--- config.mk ---
export PLATFORM = sky130hd
export DESIGN_NAME = id_exe_stage_reg
export DESIGN_NICKNAME = d
export VERILOG_FILES = /design/src/rtl/id_exe_stage_reg.sv
export SDC_FILE = /design/constraint.sdc
export NUM_CORES = 1
export LEC_CHECK = 0
export CAP_MARGIN = 0
export CORE_UTILIZATION = 35
export CTS_CLUSTER_SIZE = 10
export DETAILED_ROUTE_END_ITERATION = 12
export PLACE_DENSITY = 0.69
export SYNTH_ARGS = -nofsm -noshare
export SYNTH_HDL_FRONTEND = slang
export SYNTH_SLANG_ARGS = --single-unit
--- constraint.sdc ---
create_clock -name clk -period 1.4 [get_ports clk]
set_input_delay 0.21 -clock clk [delete_from_list [all_inputs] [get_ports clk]]
set_output_delay 0.21 -clock clk [all_outputs]
set_load 0.01 [all_outputs]
--- src/rtl/id_exe_stage_reg.sv ---
// ID->EXE pipeline register: flush > freeze > load, with valid-bit bubble tracking.
// Optional forwarding source fields are enabled by defining ID_EXE_FWD_EN.
module id_exe_stage_reg #(
  parameter int DATA_W = 32,
  parameter int REG_AW = 4
) (
  input  logic              clk,
  input  logic              rst_n,
  input  logic              freeze,
  input  logic              flush,
  input  logic              valid_in,
  input  logic [DATA_W-1:0] pc_in,
  input  logic [DATA_W-1:0] val_rn_in,
  input  logic [DATA_W-1:0] val_rm_in,
  input  logic [11:0]       shift_operand_in,
  input  logic [23:0]       signed_imm24_in,
  input  logic              imm_in,
  input  logic [3:0]        exe_cmd_in,
  input  logic              mem_r_en_in,
  input  logic              mem_w_en_in,
  input  logic              wb_en_in,
  input  logic              b_in,
  input  logic              s_in,
  input  logic [REG_AW-1:0] dest_in,
  input  logic [3:0]        status_in,
`ifdef ID_EXE_FWD_EN
  input  logic [REG_AW-1:0] src1_in,
  input  logic [REG_AW-1:0] src2_in,
  input  logic              two_src_in,
  output logic [REG_AW-1:0] src1_out,
  output logic [REG_AW-1:0] src2_out,
  output logic              two_src_out,
`endif
  output logic              valid_out,
  output logic [DATA_W-1:0] pc_out,
  output logic [DATA_W-1:0] val_rn_out,
  output logic [DATA_W-1:0] val_rm_out,
  output logic [11:0]       shift_operand_out,
  output logic [23:0]       signed_imm24_out,
  output logic              imm_out,
  output logic [3:0]        exe_cmd_out,
  output logic              mem_r_en_out,
  output logic              mem_w_en_out,
  output logic              wb_en_out,
  output logic              b_out,
  output logic              s_out,
  output logic [REG_AW-1:0] dest_out,
  output logic [3:0]        status_out,
  output logic              mem_type_out
);

  typedef struct packed {
    logic              valid;
    logic [DATA_W-1:0] pc;
    logic [DATA_W-1:0] val_rn;
    logic [DATA_W-1:0] val_rm;
    logic [11:0]       shift_operand;
    logic [23:0]       signed_imm24;
    logic              imm;
    logic [3:0]        exe_cmd;
    logic              mem_r_en;
    logic              mem_w_en;
    logic              wb_en;
    logic              b;
    logic              s;
    logic [REG_AW-1:0] dest;
    logic [3:0]        status;
    logic              mem_type;
`ifdef ID_EXE_FWD_EN
    logic [REG_AW-1:0] src1;
    logic [REG_AW-1:0] src2;
    logic              two_src;
`endif
  } id_exe_t;

  id_exe_t pipe_d, pipe_q;

  always_comb begin
    pipe_d = pipe_q;
    if (flush) begin
      pipe_d = '0;
    end else if (!freeze) begin
      pipe_d.valid         = valid_in;
      pipe_d.pc            = pc_in;
      pipe_d.val_rn        = val_rn_in;
      pipe_d.val_rm        = val_rm_in;
      pipe_d.shift_operand = shift_operand_in;
      pipe_d.signed_imm24  = signed_imm24_in;
      pipe_d.imm           = imm_in;
      pipe_d.exe_cmd       = exe_cmd_in;
      pipe_d.dest          = dest_in;
      pipe_d.status        = status_in;
`ifdef ID_EXE_FWD_EN
      pipe_d.src1          = src1_in;
      pipe_d.src2          = src2_in;
      pipe_d.two_src       = two_src_in;
`endif
      // A bubble must never write back, touch memory or redirect fetch.
      pipe_d.mem_r_en      = valid_in & mem_r_en_in;
      pipe_d.mem_w_en      = valid_in & mem_w_en_in;
      pipe_d.wb_en         = valid_in & wb_en_in;
      pipe_d.b             = valid_in & b_in;
      pipe_d.s             = valid_in & s_in;
      pipe_d.mem_type      = valid_in & (mem_r_en_in | mem_w_en_in);
    end
  end

  always_ff @(posedge clk or negedge rst_n) begin
    if (!rst_n) pipe_q <= '0;
    else        pipe_q <= pipe_d;
  end

  assign valid_out         = pipe_q.valid;
  assign pc_out            = pipe_q.pc;
  assign val_rn_out        = pipe_q.val_rn;
  assign val_rm_out        = pipe_q.val_rm;
  assign shift_operand_out = pipe_q.shift_operand;
  assign signed_imm24_out  = pipe_q.signed_imm24;
  assign imm_out           = pipe_q.imm;
  assign exe_cmd_out       = pipe_q.exe_cmd;
  assign mem_r_en_out      = pipe_q.mem_r_en;
  assign mem_w_en_out      = pipe_q.mem_w_en;
  assign wb_en_out         = pipe_q.wb_en;
  assign b_out             = pipe_q.b;
  assign s_out             = pipe_q.s;
  assign dest_out          = pipe_q.dest;
  assign status_out        = pipe_q.status;
  assign mem_type_out      = pipe_q.mem_type;
`ifdef ID_EXE_FWD_EN
  assign src1_out          = pipe_q.src1;
  assign src2_out          = pipe_q.src2;
  assign two_src_out       = pipe_q.two_src;
`endif

endmodule

* Word-level counts from Yosys, hierarchy flattened
Index checks and enable logic that the tools add are counted.
Cells by class: eq/ne operators 1, multiplexer cells 2, bitwise logic cells 7
Operators with widths (number):
- $mux W152 | 2
- $and A1 B1 Y1 | 6
- $ne A2 B1 Y1 const B | 1
- $or A1 B1 Y1 | 1
Word-level totals: word-level logic and storage cells 26, register bits after elaboration 152, bits of input ports 155, output and inout port bits 152

* Logic depth before layout (Yosys ltp)
depth after elaboration 4, mapped depth 5, mapped depth without buffers 3

* Worst setup path before layout
Ideal clock, no wire load.
path type input -> register, start point input freeze, end point register pipe_q, in the netlist dest_out[0], arrival 0.854 ns, stages on the path 5, path buffers 3, setup slack 0.414 ns, data required time 1.268 ns, library setup time 0.132 ns, path through buf_4 -> buf_12 -> buf_12 -> mux2i_1 -> nor2_1
Between the ends: longest elaborated chain between the ends 1
Ends and longest elaborated chain:
- start: declaration | RTL line 9 | input logic freeze,
- $ne A2 B1 Y1 (no source line)
- end signal: assignment | RTL line 110 | else pipe_q <= pipe_d;
- end: declaration | RTL line 76 | id_exe_t pipe_d, pipe_q;
No other way between the ends. A chain may end at the register's enable or synchronous reset.

* Worst setup path in the final report
start point register pipe_q, in the netlist val_rn_out[12], end point output val_rn_out[12]
RTL lines:
- end: declaration | RTL line 36 | output logic [DATA_W-1:0] val_rn_out,
No word-level cell between the ends.

==> results.yml <==
status:
  status: "finished, final reports clean"
job:
  maxCapViolCount: 0
floorplanning:
  die_width_um: 136.0
  start_util_pct: 36.07
  io_pins: 307
  design.core.area_mm2: 0.01742
  num_rows: 48
  die_area_mm2: 0.01849
  die_y_um: 136.0
pwr:
  ir_drop_uv: 882.5
  leakage_nw: 5.287
  p_per_area_mw_per_mm2: 1082
clock_tree:
  post-cts-setup-buffers: 0
  clock_latency_ns: 0.40
  clock-sinks: 152
  clockBufferDepth: 2
  clk_pin_slew_ns: 0.06
  tritoncts: "built"
  h-tree-depth: 4
  cts_root_buffer: "clkbuf_16"
  cts_buffers: 17
yosys:
  ys_warn_count: 0
  syn_area_per_cell_um2: 12.62
  synth_area_mm2: 0.006282
  synth_cell_type_count: 14
  ys_seq_area_share_pct: 60.55
  synth-seq-cells: 152
  syn_inst: 498
  synth_nets: 653
grt:
  grt_pass1_vias: 5001
  grt_usage_pct: 18.27
  grt_pass1_wl_um: 25790
  overflow: 0
  antenna_found_initial: 0
  grt_max_degree: 39
timing:
  period_minus_slack_ns: 1.303
  max_freq_ghz: 0.7675
  fin_worst_skew_ns: 0
  timing.final.crit_share_pct: 93.06
  setup_ws_ns: 0.09712
  drv_slew: 0
  worst_pin_slew_ns: 0.3575
  rsz0062_at_grt: "no"
  slew_headroom_pct: 76.17
  setup_viol: 0
  fin_tns_setup_ns: 0
  report.final.hold_viol_count: 0
final_layout:
  stdcell_area_mm2: 0.009892
  final_util_pct: 56.80
  drive_gt1_share_pct: 6.098
  nNetsFinal: 963
  mostFrequentLayoutCells: "dfrtp_1 (152), dlygate4sd2_1 (152), clkdlybuf4s50_1 (151), nor2_1 (146), mux2i_1 (145)"
  syn_to_final_growth_pct: 57.46
  n_antenna_cell: 0
worst_hold_path:
  hp-start: "flush"
  hold_path.class: "in2reg"
place:
  placed_area_mm2: 0.009524
  gp_congestion: 0.7587
  dp_slack_ns: 0.2131
  io_buffers: 306
  dpl.hpwl_um: 12330
critical_path:
  cp_slowest_cell: "dfrtp_1"
  r2r_start: "pc_out[24]"
  crit_family: "flip-flops"
  cp-start-kind: "register"
  endpoint_kind: "output pin"
  cp.required_ns: 1.19
  path_class: "reg2out"
  cp_data_arrival_time_ns: 1.09
  crit_buf_inv: 1
  cp_cell_sequence: "dlygate4sd2_1"
  startpoint: "val_rn_out[12]"
  cp_max_fo: 2
  critical_path.max_stage_delay_ns: 0.39
routing:
  drt_iter0_markers: 184
  drt_first_pass_iters: 4
  ant_nets: 0
  vias_per_cell: 4.655
  vias: 4864
  drc_errors: 0
  wl_um: 16860
  wl_per_cell_um: 16.13
## metal layers
layer | track usage [%] | wire length, µm | vias to the layer above
li1 | - | - | 2271
met1 | 19.90 | 6511 | 2365
met2 | 32.17 | 8518 | 198
met3 | 6.152 | 1399 | 30
met4 | 7.901 | 429 | 0
met5 | 0 | 0 | -
## cell usage after synthesis
library cell / instances / share of area (%)
o21ai_0: 1 / 0.080
nand2_1: 6 / 0.36
a21oi_1: 7 / 0.56
dfrtp_1: 152 / 61
nand3b_1: 5 / 0.60
mux2i_1: 145 / 23
nor2_1: 146 / 8.7
buf_6: 1 / 0.18
buf_2: 11 / 0.88
buf_8: 3 / 0.72
nor2b_1: 1 / 0.10
buf_4: 2 / 0.24
clkbuf_1: 7 / 0.42
buf_12: 11 / 3.5
## repair_timing
item | in CTS | in global routing
hold endpoints to repair | 25 | 0
hold buffers | 1 | 0
resized for setup | 152 | 0
endpoints found under the setup margin | 152 | 0
## kinds of logic after synthesis
family	after synthesis	synth area share [%]
buffers and inverters	35	5.935
and+or+nand+nor	158	9.779
muxes	145	23.10
DFF	152	60.55
AOI/OAI and AO/OA	8	0.6372
## state kept, by name (all words and copies together) (netlist names), 4 cells and up
name and cells:
dest_out 4, exe_cmd_out 4, pc_out 32, shift_operand_out 12, signed_imm24_out 24, status_out 4
val_rm_out 32, val_rn_out 32
## power breakdown
part	switching, mW	internal (mW)	leakage [nW]
registers	0.124	4.64	2.02
clock network	1.79	2.49	0.260
logic	0.738	0.925	3.01
total	2.65	8.06	5.29
## layout make-up
cell class	count	area, µm²
Tap cell	225	281.5
Timing Repair Buffer	326	3153
Sequential cell	152	3804
Multi-Input combinational cell	311	2106
Clock inverter	10	97.59
Fill cell	1527	7525
Clock buffer	21	450.4
## through the flow
step | hold WS (ns) | instances | power (mW)
2_1_floorplan | -0.08559 | 498 | 5.558
3_3_place_gp | 0.1224 | 1013 | 6.658
3_5_place_dp | 0.1241 | 1013 | 6.707
4_1_cts | 0.1821 | 1045 | 10.87
5_1_grt | 0.2025 | 1045 | 11.18
6_report | 0.1992 | 1045 | 10.70
## final timing paths
check	end	depth (start not counted)	slack [ns]
setup / recovery	val_rn_out[12]	1	0.1
hold / removal	dest_out[1]	2	0.20
setup reg to reg	pc_out[24]	2	0.67
hold reg to reg	pc_out[3]	2	0.51
max in group asynchronous	val_rn_out[26]	3	0.56
min in group asynchronous	val_rn_out[8]	2	0.26
Power figures use the tool's default switching activity.
